`src/rtl/uart_tx_mmio.sv`:
```
// uart_tx_mmio: memory-mapped UART transmitter with a TX FIFO, a runtime baud
// divisor, compile-time parity/stop-bit selection and a four-word register window.
//
// state      | meaning
// -----------+------------------------------------------------------------
// ST_IDLE    | line idle (tx=1), waiting for enable and a queued byte
// ST_START   | start bit (tx=0) for one latched bit period
// ST_DATA    | eight data bits, LSB first, one bit period each
// ST_PARITY  | parity bit (even or odd); never entered when PARITY=0
// ST_STOP    | STOP_BITS stop bits (tx=1); may chain straight into ST_START
//
// Register window (word offsets from BASE_ADDR):
//   +0 STATUS  [0] not_full [1] empty [2] busy [3] overflow [15:8] count
//   +1 DATA    write pushes wdata[7:0]; reads 0
//   +2 DIV     bit period in clocks, minimum 4
//   +3 CTRL    [0] enable, [1] clear_overflow (W1), [2] flush (W1)

module uart_tx_mmio #(
    parameter int unsigned BASE_ADDR   = 12'h800,
    parameter int unsigned ADDR_W      = 12,
    parameter int unsigned FIFO_DEPTH  = 16,
    parameter int unsigned DEFAULT_DIV = 434,
    parameter int unsigned PARITY      = 0,
    parameter int unsigned STOP_BITS   = 1
) (
    input  logic              clock,
    input  logic              rst,
    input  logic [ADDR_W-1:0] bus_addr,
    input  logic [15:0]       bus_wdata,
    input  logic              bus_we,
    output logic [15:0]       bus_rdata,
    output logic              bus_hit,
    output logic              irq_tx_empty,
    output logic              tx
);

    localparam int unsigned       PTR_W      = (FIFO_DEPTH > 1) ? $clog2(FIFO_DEPTH) : 1;
    localparam int unsigned       CNT_W      = PTR_W + 1;
    localparam logic [ADDR_W-1:0] BASE_A     = ADDR_W'(BASE_ADDR);
    localparam logic [CNT_W-1:0]  DEPTH_C    = CNT_W'(FIFO_DEPTH);
    localparam logic [15:0]       DIV_RST    = 16'(DEFAULT_DIV);
    localparam logic [15:0]       DIV_MIN    = 16'd4;
    localparam logic              HAS_PARITY = (PARITY != 0);
    localparam logic              PAR_ODD    = (PARITY == 2);
    localparam logic              LAST_STOP  = (STOP_BITS == 2);

    typedef enum logic [2:0] {
        ST_IDLE   = 3'd0,
        ST_START  = 3'd1,
        ST_DATA   = 3'd2,
        ST_PARITY = 3'd3,
        ST_STOP   = 3'd4
    } state_t;

    // ------------------------------------------------------------------
    // Address decode
    // ------------------------------------------------------------------
    logic [ADDR_W-1:0] addr_off;
    logic              win_hit;
    logic [1:0]        reg_sel;
    logic              wr_data;
    logic              wr_div;
    logic              wr_ctrl;

    // Offsets below the base wrap to large values, so one compare covers both sides.
    assign addr_off = bus_addr - BASE_A;
    assign win_hit  = (addr_off < ADDR_W'(4));
    assign reg_sel  = addr_off[1:0];
    assign wr_data  = bus_we && win_hit && (reg_sel == 2'd1);
    assign wr_div   = bus_we && win_hit && (reg_sel == 2'd2);
    assign wr_ctrl  = bus_we && win_hit && (reg_sel == 2'd3);

    // ------------------------------------------------------------------
    // Configuration registers
    // ------------------------------------------------------------------
    logic [15:0] div_q;
    logic        enable_q;
    logic        overflow_q;
    logic        flush;
    logic        ovf_clr;
    logic        ovf_set;

    assign flush   = wr_ctrl && bus_wdata[2];
    assign ovf_clr = wr_ctrl && bus_wdata[1];

    // Divisor, enable and sticky overflow; a same-cycle overflow beats the clear.
    always_ff @(posedge clock) begin
        if (rst) begin
            div_q      <= DIV_RST;
            enable_q   <= 1'b1;
            overflow_q <= 1'b0;
        end else begin
            if (wr_div) begin
                div_q <= (bus_wdata < DIV_MIN) ? DIV_MIN : bus_wdata;
            end
            if (wr_ctrl) begin
                enable_q <= bus_wdata[0];
            end
            if (ovf_set) begin
                overflow_q <= 1'b1;
            end else if (ovf_clr) begin
                overflow_q <= 1'b0;
            end
        end
    end

    // ------------------------------------------------------------------
    // TX FIFO
    // ------------------------------------------------------------------
    logic [7:0]       mem [FIFO_DEPTH];
    logic [PTR_W-1:0] wr_ptr_q;
    logic [PTR_W-1:0] rd_ptr_q;
    logic [CNT_W-1:0] count_q;
    logic             fifo_full;
    logic             fifo_empty;
    logic             push_ok;
    logic             pop;
    logic [7:0]       head_byte;

    assign fifo_full  = (count_q == DEPTH_C);
    assign fifo_empty = (count_q == '0);
    // Fullness is judged on the pre-edge count, so a same-cycle pop cannot rescue a full push.
    assign push_ok    = wr_data && !fifo_full && !flush;
    assign ovf_set    = wr_data && fifo_full && !flush;
    assign head_byte  = mem[rd_ptr_q];

    // Storage array; contents need no reset because count gates every read.
    always_ff @(posedge clock) begin
        if (push_ok) begin
            mem[wr_ptr_q] <= bus_wdata[7:0];
        end
    end

    // Pointers and occupancy; flush collapses the read pointer onto the write pointer.
    always_ff @(posedge clock) begin
        if (rst) begin
            wr_ptr_q <= '0;
            rd_ptr_q <= '0;
            count_q  <= '0;
        end else if (flush) begin
            rd_ptr_q <= wr_ptr_q;
            count_q  <= '0;
        end else begin
            if (push_ok) begin
                wr_ptr_q <= wr_ptr_q + PTR_W'(1);
            end
            if (pop) begin
                rd_ptr_q <= rd_ptr_q + PTR_W'(1);
            end
            case ({push_ok, pop})
                2'b10:   count_q <= count_q + CNT_W'(1);
                2'b01:   count_q <= count_q - CNT_W'(1);
                default: count_q <= count_q;
            endcase
        end
    end

    // ------------------------------------------------------------------
    // Transmit FSM
    // ------------------------------------------------------------------
    state_t      state_q;
    state_t      state_n;
    logic [15:0] tick_q;
    logic [15:0] frame_div_q;
    logic [2:0]  bit_idx_q;
    logic        stop_idx_q;
    logic [7:0]  shreg_q;
    logic [7:0]  shreg_n;
    logic        par_q;
    logic        tx_q;
    logic        tx_n;
    logic        tick_tc;
    logic        last_bit;
    logic        frame_end;

    assign tick_tc   = (tick_q == 16'd0);
    assign last_bit  = (bit_idx_q == 3'd7);
    assign frame_end = (state_q == ST_STOP) && tick_tc && (stop_idx_q == LAST_STOP);
    // A pop happens from idle, or on the last stop edge so frames chain without a gap.
    assign pop       = enable_q && !fifo_empty && ((state_q == ST_IDLE) || frame_end);

    // State register and registered line driver; reset forces the line idle immediately.
    always_ff @(posedge clock) begin
        if (rst) begin
            state_q <= ST_IDLE;
            tx_q    <= 1'b1;
        end else begin
            state_q <= state_n;
            tx_q    <= tx_n;
        end
    end

    // Next-state decode driven by the bit-period terminal count.
    always_comb begin
        state_n = state_q;
        case (state_q)
            ST_IDLE: begin
                if (pop) state_n = ST_START;
            end
            ST_START: begin
                if (tick_tc) state_n = ST_DATA;
            end
            ST_DATA: begin
                if (tick_tc && last_bit) state_n = HAS_PARITY ? ST_PARITY : ST_STOP;
            end
            ST_PARITY: begin
                if (tick_tc) state_n = ST_STOP;
            end
            ST_STOP: begin
                if (frame_end) state_n = pop ? ST_START : ST_IDLE;
            end
            default: state_n = ST_IDLE;
        endcase
    end

    // Output decode: next shift value and the line level for the coming state.
    always_comb begin
        shreg_n = shreg_q;
        if (pop) begin
            shreg_n = head_byte;
        end else if ((state_q == ST_DATA) && tick_tc) begin
            shreg_n = {1'b0, shreg_q[7:1]};
        end
        case (state_n)
            ST_START:  tx_n = 1'b0;
            ST_DATA:   tx_n = shreg_n[0];
            ST_PARITY: tx_n = par_q;
            default:   tx_n = 1'b1;
        endcase
    end

    // Frame datapath: bit-period down-counter, bit/stop indices, shifter, parity.
    always_ff @(posedge clock) begin
        if (rst) begin
            tick_q      <= 16'd0;
            frame_div_q <= DIV_RST;
            bit_idx_q   <= 3'd0;
            stop_idx_q  <= 1'b0;
            shreg_q     <= 8'd0;
            par_q       <= 1'b0;
        end else begin
            shreg_q <= shreg_n;
            if (pop) begin
                // The divisor is frozen per frame so DIV writes only affect later frames.
                frame_div_q <= div_q;
                tick_q      <= div_q - 16'd1;
                bit_idx_q   <= 3'd0;
                stop_idx_q  <= 1'b0;
                par_q       <= (^head_byte) ^ PAR_ODD;
            end else if (state_q != ST_IDLE) begin
                if (tick_tc) begin
                    tick_q <= frame_div_q - 16'd1;
                    if (state_q == ST_DATA) bit_idx_q <= bit_idx_q + 3'd1;
                    if (state_q == ST_STOP) stop_idx_q <= stop_idx_q + 1'b1;
                end else begin
                    tick_q <= tick_q - 16'd1;
                end
            end
        end
    end

    assign tx           = tx_q;
    assign irq_tx_empty = fifo_empty && (state_q == ST_IDLE) && enable_q;

    // ------------------------------------------------------------------
    // Read path
    // ------------------------------------------------------------------
    logic [7:0]  count_b;
    logic [15:0] status_w;
    logic [15:0] rd_mux;

    assign count_b  = 8'(count_q);
    assign status_w = {count_b, 4'b0000, overflow_q, (state_q != ST_IDLE), fifo_empty, !fifo_full};

    // Register read mux; self-clearing CTRL bits always read back as zero.
    always_comb begin
        rd_mux = 16'd0;
        case (reg_sel)
            2'd0:    rd_mux = status_w;
            2'd2:    rd_mux = div_q;
            2'd3:    rd_mux = {15'd0, enable_q};
            default: rd_mux = 16'd0;
        endcase
    end

    // One-cycle read latency matching the data RAM; misses return zero.
    always_ff @(posedge clock) begin
        if (rst) begin
            bus_rdata <= 16'd0;
            bus_hit   <= 1'b0;
        end else begin
            bus_hit   <= win_hit;
            bus_rdata <= win_hit ? rd_mux : 16'd0;
        end
    end

endmodule
```
`config.mk`:
```
export PLATFORM = sky130hd
export DESIGN_NAME = uart_tx_mmio
export DESIGN_NICKNAME = d
export VERILOG_FILES = /design/src/rtl/uart_tx_mmio.sv
export SDC_FILE = /design/constraint.sdc
export NUM_CORES = 1
export LEC_CHECK = 0
export CAP_MARGIN = 20
export CORE_MARGIN = 3
export CORE_UTILIZATION = 40
export CTS_CLUSTER_SIZE = 30
export DETAILED_ROUTE_END_ITERATION = 16
export PLACE_DENSITY = 0.56
export SLEW_MARGIN = 25
export SYNTH_ARGS = -nofsm -noshare
export SYNTH_HDL_FRONTEND = slang
export SYNTH_SLANG_ARGS = --single-unit
export TNS_END_PERCENT = 5
```
`constraint.sdc`:
```
create_clock -name clock -period 4 [get_ports clock]
set_input_delay 0.4 -clock clock [delete_from_list [all_inputs] [get_ports clock]]
set_output_delay 0.4 -clock clock [all_outputs]
set_load 0.02 [all_outputs]
```
==> results_dict.tcl <==
set metrics [dict create \
    netSwitchingFraction_pct 22.9 \
    top_usage_layer "met2" \
    maxSlewViolCount 0 \
    synth_top_family_by_area "simple AND/OR/NAND/NOR gates" \
    dp_slack_ns 0.170 \
    die_area_um2 26400 \
    initial_core_util_pct 41.2 \
    ant_nets 0 \
    htreeDepth 1 \
    ys_seq_elements 229 \
    num-fill-cells 2103 \
    drive_gt1_share_pct 15.0 \
    chipHeight_um 162 \
    pwr-share-comb_pct 6.8 \
    grtUsageTotal_pct 18.3 \
    crit_start "count_q[1]" \
    worstPathArrival_ns 3.82 \
    post-route-util_pct 48.4 \
    synth_nets 839 \
    die_x_um 162 \
    first_global_vias 6695 \
    antenna_found_initial 0 \
    cts.repair.resized 0 \
    rsz0062_at_grt "false" \
    yosysWarnings 0 \
    irDropWorstVdd_v 0.000360 \
    status "finished clean" \
    ios 50 \
    syn_to_final_growth_pct 17.4 \
    p_leak_nw 3.83 \
    ys_seq_area_share_pct 59.9 \
    io_buffers 49 \
    grt_overflow 0 \
    cts_tree "yes" \
    synth-main-ff-cell "edfxtp_1" \
    drtIter0Drc 639 \
    start_kind "flip-flop" \
    rows 56 \
    clkPwrFrac_pct 42.8 \
    avgSynthCellArea_um2 12.3 \
    end_kind "flip-flop" \
    synthesis.area_um2 9800 \
    num_antenna_cells 0 \
    clk_latency_ns 0.53 \
    hold_class "input pin to flip-flop" \
    routedWlPerCell_um 20.1 \
    hpwl_um 16200 \
    synth_cell_type_count 69 \
    synth-compound-area-share_pct 10.7 \
    grt_max_degree 67 \
    wl_um 24000 \
    synthXorXnorAreaFrac_pct 2.24 \
    hold_ws_ns 0.421 \
    mostFrequentLayoutCells "edfxtp_1, dfxtp_1, nor2_1" \
    clockBufferDepth 3 \
    firstDrtPassIters 5 \
    cts.reportedPaths.clkPinSlew_ns 0.06 \
    p_int_mw 3.82 \
    nets 901 \
    slew-limit-headroom_pct 29.9 \
    path_max_fanout 9 \
    use_met3_pct 3.15 \
    fmax_mhz 291 \
    drc 0 \
    setup_violations 0 \
    synth-edff-count 128 \
    setup_ws_ns 0.566 \
    reg2reg_from "count_q[1]" \
    postSynth.asyncResetShare_pct 0 \
    period_needed_ns 3.43 \
    cts_made_buffers 26 \
    syn_inst 796 \
    tightest_slew_ns 1.05 \
    synth_mux_area_share_pct 10.1 \
    pwr-share-seq_pct 50.4 \
    use_met1_pct 25.8 \
    critPathCapture "count_q[4]" \
    required_ns 4.38 \
    hold_viol 0 \
    grtUsageMet2_pct 30.0 \
    cts_hold_buffers 0 \
    coreArea_um2 23800 \
    clock_sinks 229 \
    finalSetupTns_ns 0 \
    root_buffer "clkbuf_16" \
    cts_setup_buffers 0 \
    ff2ff_path_depth 15 \
    drv_cap 0 \
    r2r_setup_slack_ns 0.57 \
    path_class "flip-flop to flip-flop" \
    grt_pass1_wl_um 38200 \
    clock_skew_ns 0.0220 \
    pwr_density_cell_nw_per_um2 431 \
    switching_power_mw 1.13 \
    gp_congestion 0.846 \
    avgViaCountPerCell 5.56 \
    fin_crit_sh_pct 85.8 \
    layout_commonest_cell "edfxtp_1" \
    synth_simple_gate_area_share_pct 12.8 \
    vias 6642 \
    r2r-end "count_q[4]" \
    synthAdderAreaFrac_pct 1.53 \
]
## kinds of logic (layout without fill, tap and decap cells)
group	Yosys count	count (layout)
AOI/OAI and AO/OA	154	154
xor gates and xnor gates	25	25
adders and majority gates	12	12
buffers and inverters	62	141
DFF	229	229
muxes	58	58
and+or+nand+nor	256	256
## power groups by stage
stage | Clock [mW] | Sequential (mW) | Combinational [mW]
after global placement | 0 | 2.55 | 0.321
after CTS | 2.18 | 2.50 | 0.332
after detailed placement | 0 | 2.55 | 0.331
after global routing | 2.28 | 2.50 | 0.364
final | 2.12 | 2.50 | 0.336
after floorplan | 0 | 2.54 | 0.206
## state kept, by name (all words and copies together) (netlist names), named ones only
name / count
bus_hit: 1
state_q: 3
count_q: 5
tick_q: 16
shreg_q: 8
par_q: 1
frame_div_q: 16
div_q: 16
mem: 128
overflow_q: 1
stop_idx_q: 1
wr_ptr_q: 4
bus_rdata: 16
enable_q: 1
rd_ptr_q: 4
tx: 1
bit_idx_q: 3
## cell type report
class	count	area [µm²]	area share [%]
clock buffer	31	679	5.91
timing repair buffer	85	768	6.68
multi-input combinational	505	3660	31.8
tap	319	399	3.47
inverter	11	41.3	0.359
clock inverter	14	82.6	0.718
sequential	229	5870	51.0
## cell usage after synthesis (14+ instances only)
library cell    n  area share (%)
clkbuf_1       30             1.1
nand3_1        20             1.0
mux4_2         32             7.4
nand2_1        52             2.0
a21oi_1        51             2.6
edfxtp_1      128              39
o21ai_0        18            0.92
nor3_1         31             1.6
mux2i_1        23             2.4
nor2_1         88             3.4
xnor2_1        14             1.3
dfxtp_1       101              21
a22oi_1        17             1.3
## worst min path at each step
stage               depth (start not counted)         endpoint             from
finish                                      3         div_q[4]              rst
global route                                3         div_q[7]              rst
CTS                                         3         div_q[8]              rst
detailed placement                          2  frame_div_q[15]  frame_div_q[15]
global placement                            2  frame_div_q[14]  frame_div_q[14]
floorplan                                   2  frame_div_q[13]  frame_div_q[13]
## layer usage
| metal | wire, µm | part of all wire (%) | vias to the layer above |
|---|---|---|---|
| met5 | 0 | 0 | - |
| met4 | 450 | 1.9 | 0 |
| met3 | 1200 | 5.0 | 29 |
| met2 | 11600 | 48 | 197 |
| met1 | 10800 | 45 | 3284 |
| li1 | - | - | 3132 |
## critical path: stages (launching register included)
cell	delay, ns
dfxtp_1	0.40
or4_4	0.59
o21ai_2	0.29
nor3_2	0.09
nand2_2	0.09
inv_2	0.08
ha_1	0.34
xor2_1	0.20
ha_1	0.24
o21a_1	0.18
o22a_1	0.18
a21oi_1	0.18
xor2_1	0.15
nor2_1	0.06
xnor2_1	0.16
nor3_1	0.06
## through the flow
stage | cells | area, µm² | power [mW]
floorplan | 796 | 9800 | 2.75
CTS | 1194 | 11500 | 5.01
detailed placement | 1149 | 10700 | 2.88
global route | 1194 | 11500 | 5.15
finish | 1194 | 11500 | 4.95
global placement | 1149 | 10700 | 2.87
Power figures use the tool's default switching activity.
